$ cat config.mk
export PLATFORM = sky130hd
export DESIGN_NAME = cpu_controller_p
export DESIGN_NICKNAME = d
export VERILOG_FILES = /design/src/rtl/cpu_controller_p.sv
export SDC_FILE = /design/constraint.sdc
export NUM_CORES = 1
export LEC_CHECK = 0
export CAP_MARGIN = 20
export CORE_UTILIZATION = 36
export DETAILED_ROUTE_END_ITERATION = 16
export PLACE_DENSITY = 0.75
export SLEW_MARGIN = 20
export SYNTH_ARGS = -nofsm -noshare
export SYNTH_HDL_FRONTEND = slang
export SYNTH_SLANG_ARGS = --single-unit
$ cat constraint.sdc
create_clock -name Clk -period 2 [get_ports Clk]
set_clock_uncertainty 0.1 [all_clocks]
set_input_delay 0.6 -clock Clk [delete_from_list [all_inputs] [get_ports Clk]]
set_output_delay 0.6 -clock Clk [all_outputs]
set_load 0.02 [all_outputs]
$ cat src/rtl/cpu_controller_p.sv
// cpu_controller_p: fetch/decode/execute controller for the 16-bit CPU.
// Holds PC, IR and the control FSM. Instruction memory is reached through a
// request/valid handshake, and a watchdog bounds the wait for the word.
// Optional feature: define CTRL_BRANCH_EN to execute opcode 6 as JMP and
// opcode 7 as JZ. Without it, both opcodes decode as illegal.
module cpu_controller_p #(
   parameter int              PC_W         = 7,
   parameter logic [PC_W-1:0] RESET_VECTOR = '0,
   parameter int              WDOG_CYCLES  = 16
) (
   input  logic            Clk,
   input  logic            Rst,
   output logic [PC_W-1:0] PC_Out,
   output logic            IMem_Req,
   input  logic [15:0]     IMem_Q,
   input  logic            IMem_Valid,
   input  logic            Ra_Zero,
   output logic [15:0]     IR_Out,
   output logic [3:0]      OutState,
   output logic [3:0]      NextState,
   output logic [7:0]      D_Addr,
   output logic            D_Wr,
   output logic            RF_s,
   output logic            RF_W_en,
   output logic [3:0]      RF_Ra_Addr,
   output logic [3:0]      RF_Rb_Addr,
   output logic [3:0]      RF_W_Addr,
   output logic [2:0]      ALU_s0,
   output logic            Halted,
   output logic            Fault,
   output logic            Illegal_Op
);

   // Counter only needs to reach WDOG_CYCLES-1; leaving WAIT happens there.
   localparam int              CNT_W    = (WDOG_CYCLES > 2) ? $clog2(WDOG_CYCLES) : 1;
   localparam logic [CNT_W-1:0] CNT_LAST = CNT_W'(WDOG_CYCLES - 1);

   typedef enum logic [3:0] {
      S_INIT   = 4'd0,
      S_FETCH  = 4'd1,
      S_WAIT   = 4'd2,
      S_DECODE = 4'd3,
      S_NOOP   = 4'd4,
      S_LOAD_A = 4'd5,
      S_LOAD_B = 4'd6,
      S_STORE  = 4'd7,
      S_ADD    = 4'd8,
      S_SUB    = 4'd9,
      S_HALT   = 4'd10,
      S_JMP    = 4'd11,
      S_JZ     = 4'd12,
      S_FAULT  = 4'd13
   } state_t;

   state_t           r_state;
   state_t           w_next;
   logic [PC_W-1:0]  r_pc;
   logic [15:0]      r_ir;
   logic [CNT_W-1:0] r_cnt;
   logic             r_illegal;
   logic             w_op_legal;

`ifndef CTRL_BRANCH_EN
   // Branch flag has no consumer when branches are compiled out.
   logic w_unused_ra_zero;
   assign w_unused_ra_zero = Ra_Zero;
`endif

   // Next-state decode, including opcode legality for the sticky flag.
   always_comb begin
      w_next     = r_state;
      w_op_legal = 1'b1;
      case (r_state)
         S_INIT:   w_next = S_FETCH;
         S_FETCH:  w_next = S_WAIT;
         S_WAIT: begin
            if (IMem_Valid)            w_next = S_DECODE;
            else if (r_cnt == CNT_LAST) w_next = S_FAULT;
         end
         S_DECODE: begin
            case (r_ir[15:12])
               4'h0: w_next = S_NOOP;
               4'h1: w_next = S_STORE;
               4'h2: w_next = S_LOAD_A;
               4'h3: w_next = S_ADD;
               4'h4: w_next = S_SUB;
               4'h5: w_next = S_HALT;
`ifdef CTRL_BRANCH_EN
               4'h6: w_next = S_JMP;
               4'h7: w_next = S_JZ;
`endif
               default: begin
                  w_next     = S_NOOP;
                  w_op_legal = 1'b0;
               end
            endcase
         end
         S_LOAD_A: w_next = S_LOAD_B;
         S_NOOP, S_LOAD_B, S_STORE, S_ADD, S_SUB, S_JMP, S_JZ:
                   w_next = S_FETCH;
         S_HALT:   w_next = S_HALT;
         S_FAULT:  w_next = S_FAULT;
         default:  w_next = S_INIT;
      endcase
   end

   // State, PC, IR, watchdog and sticky illegal-opcode flag.
   always_ff @(posedge Clk) begin
      if (Rst) begin
         r_state   <= S_INIT;
         r_pc      <= RESET_VECTOR;
         r_ir      <= '0;
         r_cnt     <= '0;
         r_illegal <= 1'b0;
      end else begin
         r_state <= w_next;
         case (r_state)
            S_WAIT: begin
               if (IMem_Valid) begin
                  r_ir  <= IMem_Q;
                  r_pc  <= r_pc + PC_W'(1);
                  r_cnt <= '0;
               end else begin
                  r_cnt <= r_cnt + CNT_W'(1);
               end
            end
            S_DECODE: begin
               if (!w_op_legal) r_illegal <= 1'b1;
            end
`ifdef CTRL_BRANCH_EN
            S_JMP: r_pc <= r_ir[PC_W-1:0];
            S_JZ: begin
               if (Ra_Zero) r_pc <= r_ir[PC_W-1:0];
            end
`endif
            default: ;
         endcase
      end
   end

   // Datapath controls decoded from the current state and IR.
   always_comb begin
      IMem_Req   = 1'b0;
      D_Addr     = '0;
      D_Wr       = 1'b0;
      RF_s       = 1'b0;
      RF_W_en    = 1'b0;
      RF_Ra_Addr = '0;
      RF_Rb_Addr = '0;
      RF_W_Addr  = '0;
      ALU_s0     = '0;
      case (r_state)
         S_FETCH: IMem_Req = 1'b1;
         S_STORE: begin
            D_Addr     = r_ir[11:4];
            RF_Ra_Addr = r_ir[3:0];
            D_Wr       = 1'b1;
         end
         S_LOAD_A: begin
            D_Addr    = r_ir[11:4];
            RF_s      = 1'b1;
            RF_W_Addr = r_ir[3:0];
         end
         S_LOAD_B: begin
            D_Addr    = r_ir[11:4];
            RF_s      = 1'b1;
            RF_W_Addr = r_ir[3:0];
            RF_W_en   = 1'b1;
         end
         S_ADD, S_SUB: begin
            RF_Ra_Addr = r_ir[11:8];
            RF_Rb_Addr = r_ir[7:4];
            RF_W_Addr  = r_ir[3:0];
            RF_W_en    = 1'b1;
            ALU_s0     = (r_state == S_ADD) ? 3'd1 : 3'd2;
         end
         S_JZ: RF_Ra_Addr = r_ir[11:8];
         default: ;
      endcase
   end

   assign PC_Out     = r_pc;
   assign IR_Out     = r_ir;
   assign OutState   = r_state;
   assign NextState  = w_next;
   assign Halted     = (r_state == S_HALT);
   assign Fault      = (r_state == S_FAULT);
   assign Illegal_Op = r_illegal;

endmodule

==> run metrics, run 1 <==
final instance area=3480 um^2; failing checks=negative setup slack; CTS Sinks=32; vias in the first global route=between 1500 and 2000; post-detailed-routing wire length=6.65 mm; Yosys top cell area share=0.383; standard-cell rows=24; n_diodes=0; root buffer cell=clkbuf_8; Leak=1.55 nW; area delta synth->final=108%; Synth warnings=0; Max clock buf depth=2; mapped cell area=1670 um^2; RSZ-0062 raised after global routing=true; # IOs=81; part of the cycle the worst path needs=1.21; critical path class=register to output pin; top_reg_cell synth=dfxtp_1; Data arrival, critical path=1.73 ns; share of cells above drive strength 1=0.448; worst skew pair latency=0.29 ns; Cell variety after synth=40; remaining global-route overflow=0; drt first pass iters=4; mux cell area share after synthesis=0; # setup viols final=32; Synth async-reset ratio=0; Avg Cell Area, Syn=7.70 um^2; Die Wd=70.1 um; PwrDens=between 400 and 500 nW/um^2; post-synthesis compound-gate area fraction=0.180; Worst VDD drop=around 0.49 mV; Port Buf Inserts=78; Vias/cell=5.25; post-synthesis sequential area ratio=0.383; Final ANT Viol Nets=0; final count of pins violating max slew=0; status=finished, violations left; Final Hold Fails=0; Syn Inst Count=217; Commonest cells post-synth=45 x nand2_1, 32 x dfxtp_1, 25 x a21oi_1, 19 x nor2_1, 15 x and2_1; Yosys top cell by area=dfxtp_1; Synth Area in Simple Gates=0.344; # hold bufs at CTS=0; DR vias=2099; Overall Global Routing Usage=0.253; gp weighted congestion=0.833; xor and xnor area share after synthesis=0.0314; Comb pwr share=0.262; crit path time final=2.43 ns; initial antenna violation count=0; most common cell in the netlist=nand2_1; initial cell density of the core=0.379; CP Data Required Time=1.30 ns; clock-pin slew on the worst setup and hold paths=0.07 ns; largest net degree at the start of global routing=18; final worst slack=-0.430 ns; net count after synthesis=239; Post-synth EDFFs=0; fill count=between 200 and 300; maxcap violations=0; sequential power share=0.414; top cells by area, synth=dfxtp_1 38%, nand2_1 10%, a21oi_1 7.5%; Synth Register Bits=32; DP Area=between 2000 and 3000 um^2; core box area=around 4400 um^2; fmax=between 400 and 500 MHz; DR iter-0 viols=between 100 and 150; Net Sw Power=489 uW; Startpoint Class=register; first-pass GRT wire length=9.75 mm; main combinational cell family by area after synthesis=simple AND/OR/NAND/NOR gates; die height=70.1 um; nets=between 300 and 400; hold crit path type=register to register; Die ar.=4920 um^2; htree depth=2; Critical Path Sink Type=output pin; Sw Ratio=0.296; Placement Setup Slack=-0.936 ns; WL/cell=between 15 and 20 um; CP max FO=6; hpwl dp=4.06 mm; CTS tree=built; Power Internal=1.17 mW; Clk pwr share=0.324; CTS Buf Count=5; Remaining DRCs=0; area share of fa/ha/maj cells after synthesis=0.0150
-- worst max-delay path, cell delays in order, from the launching register on --
cell and delay (ns):
dfxtp_4 0.37, or4b_4 0.56, nor2_2 0.15, a221o_1 0.22, buf_6 0.14
-- layout make-up --
class | instances | area, um^2 | area share
tap | 52 | 65.1 | 0.0187
clock buffer | 7 | 86.3 | 0.0248
multi-input combinational | 169 | 1270 | 0.364
clock inverter | 1 | 6.26 | 0.00180
sequential | 32 | 658 | 0.189
inverter | 3 | 21.3 | 0.00610
timing repair buffer | 136 | 1380 | 0.395
-- worst paths after layout --
| kind | depth (start not counted) | slack (ns) | to | from |
|---|---|---|---|---|
| max | 4 | -0.43 | NextState[3] | OutState[2] |
| min | 2 | 0.39 | Illegal_Op | Illegal_Op |
| max reg2reg | 8 | 0.04 | IR_Out[1] | OutState[2] |
| min reg2reg | 2 | 0.39 | Illegal_Op | Illegal_Op |
-- registers in the layout, summed over array words and instances (netlist names) --
register,count
Illegal_Op,1
PC_Out,7
IR_Out,16
r_cnt,4
OutState,4
-- through the flow --
stage	hold slack (ns)	std cells	total power, mW	setup TNS, ns	utilization
detailed placement	0.376	376	1.02	-13.98	0.661
global placement	0.372	376	1.02	-13.55	0.661
global route	0.406	400	1.72	-8.73	0.789
CTS	0.392	394	1.60	-5.26	0.749
floorplan	0.359	217	0.848	-0.0874	-
finish	0.395	400	1.66	-7.17	0.789
-- metal layers --
layer | wire [um] | GRT usage | up-vias
li1 | - | - | 1002
met1 | 2600 | 0.307 | 1007
met2 | 3560 | 0.435 | 69
met3 | 263 | 0.0577 | 21
met4 | 220 | 0.0911 | 0
met5 | 0 | 0 | -
-- placed cells by master, fill, tap and decap left out, types with 3 or more instances in the layout --
cell             count
dlymetal6s2s_1       5
buf_6               44
nand3b_1             3
nand2_1             42
a22o_1               4
o21ai_0              5
clkbuf_8             6
xor2_1               3
clkdlybuf4s50_1     18
dlygate4sd2_1       22
xnor2_1              3
nor2b_4              5
a21oi_1             25
dfxtp_4              4
dfxtp_1             26
buf_12               6
nor2_1              11
nor2_4               7
and2_4              13
buf_4               38
-- power groups by stage --
stage	clock network [mW]	logic, mW	registers (mW)
2_1_floorplan	0	0.135	0.713
3_3_place_gp	0	0.316	0.700
3_5_place_dp	0	0.322	0.700
4_1_cts	0.537	0.383	0.683
5_1_grt	0.579	0.457	0.687
6_report	0.537	0.433	0.685
-- kinds of logic (layout without fill, tap and decap cells) --
kind of cell,Yosys count,count (layout)
AND/OR/NAND/NOR,111,111
AO/OA/AOI/OAI,49,49
flip-flops,32,32
buffers and inverters,16,147
XOR/XNOR,6,6
adder cells (fa/ha/maj),2,2
other,1,1
-- repair_timing --
action,4_1_cts,5_1_grt
setup buffers,9,7
gates resized for setup,273,33
setup endpoints to repair,51,37
pin swaps,18,19
cloned,1,0
No activity file was read; power rests on OpenSTA's default activity.
==> run 2: changes to the inputs <==
ABC_AREA = 1   (was unset)
PLACE_DENSITY = 0.76   (was 0.75)
==> run metrics, run 2 <==
status=finished, violations left (unchanged); reg2reg setup slack=0.34 ns (was 0.04 ns); mapped cell area=1650 um^2 (was 1670 um^2); Synth warnings=0 (unchanged); top cells by area, synth=dfxtp_1 39%, nand2_1 12%, nor2_1 10% (was dfxtp_1 38%, nand2_1 10%, a21oi_1 7.5%); share of cells above drive strength 1=0.392 (was 0.448); Overall Global Routing Usage=0.211 (was 0.253); Die ar.=4860 um^2 (was 4920 um^2); Worst VDD drop=0.527 mV (was 0.487 mV); largest net degree at the start of global routing=40 (was 18); CTS tree=built (unchanged); Vias/cell=4.70 (was 5.25); Critical Path Sink Type=output pin (unchanged); Final ANT Viol Nets=0 (unchanged); Cell variety after synth=24 (was 40); Final Hold Fails=0 (unchanged); Crit Reg-Reg Endpoint=PC_Out[5] (was IR_Out[1]); DR vias=2022 (was 2099); WL/cell=12.1 um (was 16.6 um); drt first pass iters=4 (unchanged); vias in the first global route=1791 (was 1980); remaining global-route overflow=0 (unchanged); clock-pin slew on the worst setup and hold paths=0.07 ns (about the same); Placement Setup Slack=-0.789 ns (was -0.936 ns); Syn Inst Count=252 (was 217); reg2reg path depth=10 (was 8); CTS Sinks=32 (unchanged); post-detailed-routing wire length=5.20 mm (was 6.65 mm); Leak=1.49 nW (was 1.55 nW); initial cell density of the core=0.376 (was 0.379); failing checks=negative setup slack (unchanged); WHS Endpoint=Illegal_Op (unchanged); Data arrival, critical path=1.45 ns (was 1.73 ns); RSZ-0062 raised after global routing=true (unchanged); Post-synth EDFFs=0 (unchanged); dpl cells=415 (was 376); final count of pins violating max slew=0 (unchanged); top_reg_cell synth=dfxtp_1 (unchanged); Synth Register Bits=32 (unchanged); crit path time final=2.15 ns (was 2.43 ns); HP Start=Illegal_Op (unchanged); Die Wd=69.7 um (was 70.1 um); number of flip-flops in the largest register=16 (unchanged); CTS Buf Count=5 (unchanged); initial antenna violation count=0 (unchanged); n_diodes=0 (unchanged); PwrDens=668 nW/um^2 (was 475 nW/um^2); Yosys top cell area share=0.388 (was 0.383); # setup viols final=17 (was 32); htree depth=2 (unchanged); maxcap violations=0 (unchanged); CP max FO=5 (was 6); most frequent cells in the layout=56 x buf_4, 45 x nand2_1, 31 x clkdlybuf4s50_1 (was 44 x buf_6, 42 x nand2_1, 38 x buf_4); nets=399 (was 369); RR Startpoint=OutState[0] (was OutState[2]); Yosys top cell by area=dfxtp_1 (unchanged); standard-cell rows=24 (unchanged); commonest non-fill, non-tap cell in the layout=buf_4 (was buf_6); Avg Cell Area, Syn=6.55 um^2 (was 7.70 um^2); Startpoint Class=register (unchanged); WHS Path Cells=2 (unchanged); Port Buf Inserts=78 (unchanged); die height=69.7 um (was 70.1 um); first-pass GRT wire length=8.20 mm (was 9.75 mm); worst skew pair latency=0.28 ns (was 0.29 ns); hpwl dp=3.63 mm (was 4.06 mm); # hold bufs at CTS=0 (unchanged); Max clock buf depth=2 (unchanged); part of the cycle the worst path needs=1.08 (was 1.21); area delta synth->final=90.3% (was 108%); DR iter-0 viols=65 (was 113); hold crit path type=register to register (unchanged); most common cell in the netlist=nand2_1 (unchanged); fmax=464 MHz (was 412 MHz); fill count=335 (was 279); CP Data Required Time=1.30 ns (about the same); Commonest cells post-synth=53 x nand2_1, 44 x nor2_1, 32 x dfxtp_1, 32 x inv_1, 24 x a21oi_1 (was 45 x nand2_1, 32 x dfxtp_1, 25 x a21oi_1, 19 x nor2_1, 15 x and2_1); net count after synthesis=274 (was 239); critical path class=register to output pin (unchanged); core box area=4380 um^2 (was 4410 um^2); Remaining DRCs=0 (unchanged); gp weighted congestion=0.830 (was 0.833); final worst slack=-0.154 ns (was -0.430 ns); Synth async-reset ratio=0 (unchanged); root buffer cell=clkbuf_8 (unchanged); # IOs=81 (unchanged); post-synthesis sequential area ratio=0.388 (was 0.383); Non-Filler Instances=430 (was 400)
==> run 2: changes by cell type in the layout (fill, tap and decap cells not counted), sizes merged, moves of 4 or more <==
cell,previous run,this run
nor2b,7,0
inv,4,35
nand2b,4,0
nand3,3,16
nor3,4,0
dlygate4sd2,22,10
o21ai,7,18
a22o,4,0
and2,15,0
nand2,45,54
clkdlybuf4s50,18,31
nor2,19,50
buf,90,80
==> run 2: per-layer routing <==
| layer | GRT usage | routed length (um) |
|---|---|---|
| met1 | 0.259 | 2240 |
| met2 | 0.372 | 2610 |
| met3 | 0.0422 | 306 |
| met4 | 0.0600 | 50 |
| met5 | 0 | 0 |
==> run 2: per-stage QoR <==
stage | setup TNS (ns) | power [mW] | util | cell area, um^2 | hold slack [ns]
floorplan | -0.215 | 1.10 | - | 1670 | 0.357
global placement | -10.31 | 1.46 | 0.632 | 2770 | 0.372
detailed placement | -11.17 | 1.47 | 0.632 | 2770 | 0.361
CTS | -0.909 | 2.01 | 0.658 | 2890 | 0.393
global route | -2.85 | 2.22 | 0.716 | 3140 | 0.435
finish | -1.22 | 2.10 | 0.716 | 3140 | 0.400
==> run 2: power by group <==
group	leakage, nW	switching, mW	internal [mW]
Sequential	0.262	0.0472	0.696
Clock	0.0510	0.238	0.274
Combinational	1.18	0.450	0.392
==> run 2: timing repair <==
| item | 4_1_cts | 5_1_grt |
|---|---|---|
| gates resized for setup | 203 | 63 |
| buffers inserted | 2 | 4 |
| endpoints found under the setup margin | 42 | 35 |
| gates cloned | 0 | 1 |
| endpoints found under the hold margin | 0 | 0 |
| pin swaps | 4 | 10 |
==> run 2: kinds of logic (layout without fill, tap and decap cells) <==
group,Yosys count,after routing,synth area share
compound gates,48,48,0.153
flops,32,32,0.388
xor+xnor,5,5,0.0265
other cells,1,1,0.00227
buf+inv,44,170,0.113
simple gates,120,120,0.302
fa+ha+maj,2,2,0.0152
==> run 2: worst max path at each step <==
stage | startpoint | cells after the start | end
floorplan | OutState[3] | 5 | RF_Ra_Addr[0]
global route | OutState[0] | 7 | NextState[2]
CTS | OutState[0] | 9 | NextState[0]
detailed placement | IMem_Valid | 8 | NextState[0]
global placement | IMem_Valid | 8 | NextState[0]
finish | OutState[0] | 7 | NextState[2]
==> run 2: worst max-delay path, stage by stage (launching register included) <==
cell	delay, ns
dfxtp_2	0.34
buf_6	0.13
nor2_4	0.15
nand2_2	0.11
nor2_2	0.14
o21ai_1	0.09
nand2_1	0.07
buf_4	0.14
==> run 2: cell type report <==
class / instances / area, um^2 / area share
flip-flops and latches: 32 / 651 / 0.207
clock inverters: 2 / 10.0 / 0.00319
inverters: 35 / 139 / 0.0442
multi-input cells: 176 / 1030 / 0.327
clock buffers: 6 / 82.6 / 0.0263
well taps: 52 / 65.1 / 0.0207
repair buffers: 127 / 1170 / 0.371
